### src/rtl/multicycle_stall_ctrl.sv
// Stall controller for multi-cycle EX operations (MULT/DIV): launches the unit, freezes the
// PC and selected pipeline registers until the op completes, then releases for one cycle.
module multicycle_stall_ctrl #(
    parameter int unsigned           NUM_STAGES = 4,
    parameter logic [NUM_STAGES-1:0] HOLD_MASK  = {NUM_STAGES{1'b1}},
    parameter logic [3:0]            MULT_CODE  = 4'b1111,
    parameter logic [3:0]            DIV_CODE   = 4'b1110,
    parameter int unsigned           MULT_LAT   = 3,
    parameter int unsigned           DIV_LAT    = 16,
    parameter int unsigned           CNT_W      = 5,
    parameter bit                    HS_MODE    = 1'b0
) (
    input  logic                  clk,
    input  logic                  rst,
    input  logic                  ex_valid,
    input  logic [3:0]            aluCtrl,
    input  logic                  flush,
    input  logic                  unit_done,
    output logic                  pc_en,
    output logic [NUM_STAGES-1:0] stage_hold,
    output logic                  unit_start,
    output logic                  unit_is_div,
    output logic                  result_valid,
    output logic                  busy,
    output logic [31:0]           perf_stall_cnt
);

    typedef enum logic [1:0] {
        StIdle = 2'b00,
        StBusy = 2'b01,
        StDone = 2'b10,
        StBad  = 2'b11
    } state_e;

    // The start cycle is one stall cycle and the cnt==0 BUSY cycle is another.
    localparam logic [CNT_W-1:0] MultLoad = CNT_W'(MULT_LAT - 2);
    localparam logic [CNT_W-1:0] DivLoad  = CNT_W'(DIV_LAT - 2);

    state_e            state_q, state_d;
    logic [CNT_W-1:0]  cnt_q, cnt_d;
    logic              is_div_q, is_div_d;
    logic [31:0]       perf_q, perf_d;
    logic              hit, hit_div, stall;

    always_comb begin
        state_d      = state_q;
        cnt_d        = cnt_q;
        is_div_d     = is_div_q;
        stall        = 1'b0;
        unit_start   = 1'b0;
        result_valid = 1'b0;
        hit_div      = (aluCtrl == DIV_CODE);
        hit          = ex_valid & ((aluCtrl == MULT_CODE) | hit_div);

        case (state_q)
            StIdle: begin
                if (hit && !flush) begin
                    stall      = 1'b1;
                    unit_start = 1'b1;
                    is_div_d   = hit_div;
                    cnt_d      = hit_div ? DivLoad : MultLoad;
                    state_d    = StBusy;
                end
            end
            StBusy: begin
                if (flush) begin
                    state_d = StIdle;
                end else begin
                    stall = 1'b1;
                    if (HS_MODE) begin
                        if (unit_done) state_d = StDone;
                    end else if (cnt_q == '0) begin
                        state_d = StDone;
                    end else begin
                        cnt_d = cnt_q - 1'b1;
                    end
                end
            end
            // aluCtrl is not decoded here so the completed op cannot re-trigger.
            StDone: begin
                result_valid = 1'b1;
                state_d      = StIdle;
            end
            default: state_d = StIdle;
        endcase

        // State is already IDLE under reset, but a hit in EX must not stall.
        if (rst) begin
            stall        = 1'b0;
            unit_start   = 1'b0;
            result_valid = 1'b0;
        end

        pc_en      = ~stall;
        busy       = stall;
        stage_hold = stall ? HOLD_MASK : '0;
        perf_d     = (stall && (perf_q != 32'hFFFF_FFFF)) ? perf_q + 32'd1 : perf_q;
    end

    always_ff @(posedge clk or posedge rst) begin
        if (rst) begin
            state_q  <= StIdle;
            cnt_q    <= '0;
            is_div_q <= 1'b0;
            perf_q   <= '0;
        end else begin
            state_q  <= state_d;
            cnt_q    <= cnt_d;
            is_div_q <= is_div_d;
            perf_q   <= perf_d;
        end
    end

    assign unit_is_div    = is_div_q;
    assign perf_stall_cnt = perf_q;

endmodule

### config.mk
export PLATFORM = sky130hd
export DESIGN_NAME = multicycle_stall_ctrl
export DESIGN_NICKNAME = d
export VERILOG_FILES = /design/src/rtl/multicycle_stall_ctrl.sv
export SDC_FILE = /design/constraint.sdc
export NUM_CORES = 1
export LEC_CHECK = 0
export ABC_AREA = 1
export CAP_MARGIN = 20
export CELL_PAD_IN_SITES_DETAIL_PLACEMENT = 1
export CELL_PAD_IN_SITES_GLOBAL_PLACEMENT = 1
export CORE_MARGIN = 5
export CORE_UTILIZATION = 28
export DETAILED_ROUTE_END_ITERATION = 10
export PLACE_DENSITY = 0.78
export SLEW_MARGIN = 20
export SYNTH_ARGS = -nofsm -noshare
export SYNTH_HDL_FRONTEND = slang
export SYNTH_SLANG_ARGS = --single-unit
### constraint.sdc
create_clock -name clk -period 2.2 [get_ports clk]
set_input_delay 0.33 -clock clk [delete_from_list [all_inputs] [get_ports clk]]
set_output_delay 0.33 -clock clk [all_outputs]
set_load 0.05 [all_outputs]
==> flow_summary.yaml, run 1 <==
critical_path:
  path_max_fanout: 10
  critPathCaptureType: "output pin"
  startpoint_type: "primary input"
  worst_path_max_delay_cell: "clkdlybuf4s50_1"
  required_ps: 1870
  rr_worst_depth: 10
  path_class: "in2out"
  critPathBufInv: 3
  cp_top_family: "buffers and inverters"
  max_stage_delay_ps: 460
  r2r_start: "perf_stall_cnt[0]"
  crit_arrival_ps: 1670
  worstPathCellList: "clkdlybuf4s50_1, nand2_1, nor2_2, nand4_1, nand2_4, clkinvlp_4, buf_12"
  r2r_setup_slack_ps: 270
  timing.rr.end: "perf_stall_cnt[23]"
synthesis:
  yosys_warnings: 0
  ys_types: 21
  synth_compound_area_frac: 0.02339
  synth-xor-area-share: 0.04256
  synth_top_family_by_area: "simple AND/OR/NAND/NOR gates"
  synth_fa_ha_area_frac: 0.01403
  syn_area_um2: 2675
  synthCells: 417
  synthSimpleGateAreaFrac: 0.4584
  synthMuxAreaShare: 0
  yosysSeqAreaShare: 0.3742
  syn-num-nets: 429
  syn_avg_cell_area_um2: 6.415
  ys_ff_latch: 40
sta:
  skew_ps: 10.66
  slew_violations: 0
  hold_violations: 0
  period_needed_ps: 2003
  fmax_mhz: 499.2
  rsz0062_at_grt: "false"
  setup_tns_ps: 0
  fin_crit_sh: 0.9106
  worst_pin_slew_ps: 531.2
  relSlewSlack: 0.6448
  setup_viol: 0
floorplan:
  ios: 50
  dieArea_um2: 11610
  core-area_um2: 9284
  row_count: 35
  fp.dieH_um: 107.7
  die_x_um: 107.7
  initial_utilization: 0.2881
routing:
  wl_per_cell_um: 13.27
  vias: 2725
  first_pass_iters: 4
  ant_nets: 0
  drc: 0
  drt_wl_total_mm: 7.949
  drtIter0Drc: 76
  viasPerCell: 4.549
global_route:
  grt_overflow: 0
  grt_pass1_vias: 2772
  antenna_found_initial: 0
  grt_pass1_wl_mm: 13.46
  grt_max_degree: 39
  grt_use_total: 0.1461
placement:
  place.detailed.hpwl_mm: 6.271
  port_buffers: 48
  gp_congestion: 0.8305
clock_network:
  numCtsBuffers: 5
  cts-hold-fix-buffers: 0
  clock-sinks: 40
  cts-root-buf: "clkbuf_8"
  clock_latency_ps: 300
  path_clk_slew_ps: 90
  htreeDepth: 2
  ctsLongestPathBuffers: 2
  cts_tree: "built"
final_layout:
  post-route-util: 0.3655
  diodes: 0
  fillers: 1231
  drive_gt1_frac: 0.07234
  nets: 481
  mostFrequentLayoutCells: "202 x nand2_1, 63 x nor2_1, 40 x dfrtp_1, 40 x clkdlybuf4s50_1, 35 x inv_1"
  area_growth_pct: 26.85
  final_common_cell: "nand2_1"
power:
  powerDensity_nw_per_um2: 517.0
  irDropWorstVdd_mv: 0.2996
  p_leak_nw: 1.533
status:
  status: "completed"
worst_hold_path:
  hold_path_class: "in2async"
job:
  drv_cap: 0
cell type report:
| type | count | area [um2] | area share |
|---|---|---|---|
| inverters | 38 | 155.1 | 0.04572 |
| multi-input cells | 330 | 1448 | 0.4266 |
| well taps | 129 | 161.4 | 0.04757 |
| clock buffers | 6 | 82.58 | 0.02434 |
| flip-flops and latches | 40 | 1001 | 0.2950 |
| clock inverters | 2 | 15.01 | 0.004425 |
| repair buffers | 54 | 530.5 | 0.1563 |
routing by layer:
metal / global-route usage / part of all wire / vias to the layer above
met4: 0.04148 / 0.017 / 0
li1: - / - / 1368
met2: 0.2598 / 0.50 / 39
met5: 0 / 0 / -
met3: 0.02879 / 0.037 / 9
met1: 0.1781 / 0.45 / 1309
power breakdown:
| group | switching [mW] | internal, mW | total [mW] |
|---|---|---|---|
| sequential | 0.0468 | 0.789 | 0.835 |
| combinational | 0.243 | 0.127 | 0.370 |
| clock | 0.294 | 0.255 | 0.549 |
| total | 0.584 | 1.17 | 1.75 |
state kept, by name, summed over array words and instances, names as in the netlist:
name	count
perf_stall_cnt	32
cnt_q	5
state_q	2
unit_is_div	1
cell usage after synthesis:
cell type    n  share of area
a31oi_1      1         0.0023
buf_4        4          0.011
buf_6        5          0.021
dfrtp_1     40           0.37
ha_1         3          0.014
inv_1       37          0.052
inv_6        1         0.0033
nand2_1    202           0.28
nand2_2      2         0.0047
nand2_4      2         0.0084
nand2_8      1         0.0075
nand3_1     23          0.043
nand4_1      3         0.0070
nor2_1      64          0.090
nor2_2       1         0.0023
nor2_4       2         0.0084
nor3_1       2         0.0037
o21ai_0     10          0.019
o22ai_1      1         0.0023
xnor2_1      6          0.020
xor2_1       7          0.023
stage by stage:
stage / total power, mW / instances / setup slack (ps) / instance area, um2 / hold WS (ps)
3_5_place_dp: 1.224 / 588 / 59.41 / 3271 / 502.5
6_report: 1.754 / 599 / 196.6 / 3393 / 292.1
3_3_place_gp: 1.201 / 588 / 128.9 / 3271 / 479.0
5_1_grt: 1.847 / 599 / 77.73 / 3393 / 320.3
2_1_floorplan: 1.099 / 417 / 80.56 / 2688 / 317.3
4_1_cts: 1.774 / 596 / 74.40 / 3368 / 300.7
cell families (layout without fill, tap and decap cells):
logic type                 after synthesis  after routing
AOI/OAI and AO/OA                       12             12
xor gates and xnor gates                13             13
adders and majority gates                3              3
buffers and inverters                   47            100
DFF                                     40             40
and+or+nand+nor                        302            302
worst register-to-register path: stages, from the launching register on:
cell	delay [ps]
dfrtp_1	460
ha_1	210
inv_1	70
nor2_4	230
nand2_4	110
nor2_4	170
nand2_4	90
nand2_8	170
buf_4	210
nand2_1	80
nand2_1	80
how the worst max path moves through the flow:
| stage | to | slack (ps) | depth (start not counted) | start |
|---|---|---|---|---|
| after global routing | perf_stall_cnt[23] | 80 | 10 | perf_stall_cnt[0] |
| after floorplan | pc_en | 80 | 4 | rst |
| after CTS | pc_en | 70 | 7 | aluCtrl[3] |
| after detailed placement | perf_stall_cnt[23] | 60 | 9 | aluCtrl[3] |
| after global placement | pc_en | 130 | 7 | aluCtrl[3] |
| final | pc_en | 200 | 7 | aluCtrl[3] |
repair_timing:
action / 4_1_cts / 5_1_grt
endpoints found under the setup margin: 0 / 1
buffers inserted: 0 / 3
gates resized for setup: 0 / 1
(Power assumes the default switching activity.)
==> inputs of run 2 (changes only) <==
- CTS_CLUSTER_DIAMETER: default -> 40
==> results of run 2 <==
No change in the layout: final DEF, timing and power equal those of run 1.
==> inputs of run 3 (changes only) <==
- PLACE_DENSITY: 0.78 -> 0.75
- clock period: 2.2 -> 2.4 ns (I/O delays scaled with it)
==> run 3 against run 2 <==
  * Sequential cell count stayed put
  * Wire length grew 0.78%
  * Utilization shrank 0.35 points
  * Hold slack better by 31 ps
  * Critical path depth is the same
  * Largest cell class unchanged
  * Largest power group unchanged
  * Cell area down 0.96%
==> flow_summary.yaml, run 3 (synthesis gave the netlist of run 1 again) <==
clock_network:
  cts_tree: "built"
  clock-sinks: 40
  clock_latency_ps: 300
  ctsLongestPathBuffers: 2
  cts-hold-fix-buffers: 0
  numCtsBuffers: 5
  post_cts_resized: 0
  path_clk_slew_ps: 80
  postCtsSetupRepairBufs: 0
  cts-root-buf: "clkbuf_8"
  htreeDepth: 2
worst_hold_path:
  hold_path_class: "in2async"
placement:
  gp_congestion: 0.8078
  dp_slack_ps: 194.5
  port_buffers: 48
  place.detailed.hpwl_mm: 6.295
sta:
  relSlewSlack: 0.6630
  period_needed_ps: 2144
  fmax_mhz: 466.5
  skew_ps: 7.252
  worst_pin_slew_ps: 503.9
  fin_crit_sh: 0.8932
  slew_violations: 0
  hold_violations: 0
  fin_ws_ps: 256.2
  setup_viol: 0
  setup_tns_ps: 0
  rsz0062_at_grt: "false"
routing:
  drtIter0Drc: 97
  viasPerCell: 4.609
  wl_per_cell_um: 13.49
  vias: 2738
  ant_nets: 0
  drt_wl_total_mm: 8.011
  first_pass_iters: 4
  drc: 0
critical_path:
  path_max_fanout: 11
  worst_path_max_delay_cell: "clkdlybuf4s50_1"
  worstPathCellList: "clkdlybuf4s50_1, nand2_1, nor2_1, nand4_1, nand2_2, inv_1, buf_12"
  startpoint_type: "primary input"
  critPathCaptureType: "output pin"
  crit_arrival_ps: 1780
  max_stage_delay_ps: 450
  path_class: "in2out"
  required_ps: 2040
final_layout:
  nets: 476
  area_growth_pct: 25.63
  drive_gt1_frac: 0.05806
  largest_reg_flops: 32
  diodes: 0
  final_common_cell: "nand2_1"
  mostFrequentLayoutCells: "202 x nand2_1, 64 x nor2_1, 40 x dfrtp_1, 40 x clkdlybuf4s50_1, 36 x inv_1"
  post-route-util: 0.3620
global_route:
  grt_pass1_vias: 2868
  antenna_found_initial: 0
  grt_use_total: 0.1485
  grt_pass1_wl_mm: 13.90
  grt_overflow: 0
  grt_max_degree: 38
floorplan:
  die_x_um: 107.7
  fp.dieH_um: 107.7
  dieArea_um2: 11610
  core-area_um2: 9284
  ios: 50
  row_count: 35
  initial_utilization: 0.2881
power:
  powerDensity_nw_per_um2: 511.8
  p_leak_nw: 1.525
  irDropWorstVdd_mv: 0.2060
status:
  status: "completed"
job:
  drv_cap: 0
-- run 3: changes by cell type in the layout (fill, tap and decap cells not counted), sizes merged --
cell      before  now
clkinvlp       4    1
bufinv         0    1
clkbuf         6    7
buf           14    9
inv           36   37
-- run 3: stage by stage --
stage	cell area [um2]	instances	power, mW	hold slack (ps)
finish	3361	594	1.720	322.9
global route	3361	594	1.827	317.0
CTS	3361	594	1.757	318.6
detailed placement	3234	586	1.117	502.0
global placement	3234	586	1.096	479.2
floorplan	2679	417	1.006	347.3
-- run 3: per-layer routing --
metal	vias to the layer above	wire length (um)	GRT usage	part of all wire
met5	-	0	0	0
li1	1358	-	-	-
met2	47	4072	0.2624	0.51
met3	11	314	0.02879	0.039
met4	0	111	0.03787	0.014
met1	1322	3513	0.1843	0.44
-- run 3: critical path, delay by kind of cell --
| family | cells | cell delay, ps |
|---|---|---|
| buffers and inverters | 3 | 730 |
| and+or+nand+nor | 4 | 680 |
-- run 3: path summary, 6_finish.rpt --
kind,slack [ps],depth (start not counted),endpoint,startpoint
worst max-delay path,260,7,pc_en,aluCtrl[3]
worst min-delay path,320,2,cnt_q[1],rst
worst max register to register,360,10,perf_stall_cnt[25],perf_stall_cnt[0]
worst min register to register,520,2,unit_is_div,unit_is_div
max in group asynchronous,1390,3,perf_stall_cnt[12],rst
min in group clk,520,2,unit_is_div,unit_is_div
-- run 3: where the power goes --
group / leakage (nW) / total, mW / internal, mW / switching [mW]
registers: 0.547 / 0.768 / 0.723 / 0.0449
clock network: 0.0645 / 0.623 / 0.367 / 0.256
logic: 0.914 / 0.329 / 0.110 / 0.220
total: 1.52 / 1.72 / 1.20 / 0.520
-- run 3: layout make-up --
type,instances,area (um2)
Inverter,38,151.4
Clock inverter,1,30.03
Multi-Input combinational cell,330,1440
Tap cell,129,161.4
Fill cell,1227,5923
Sequential cell,40,1001
Clock buffer,7,96.34
Timing Repair Buffer,49,480.5
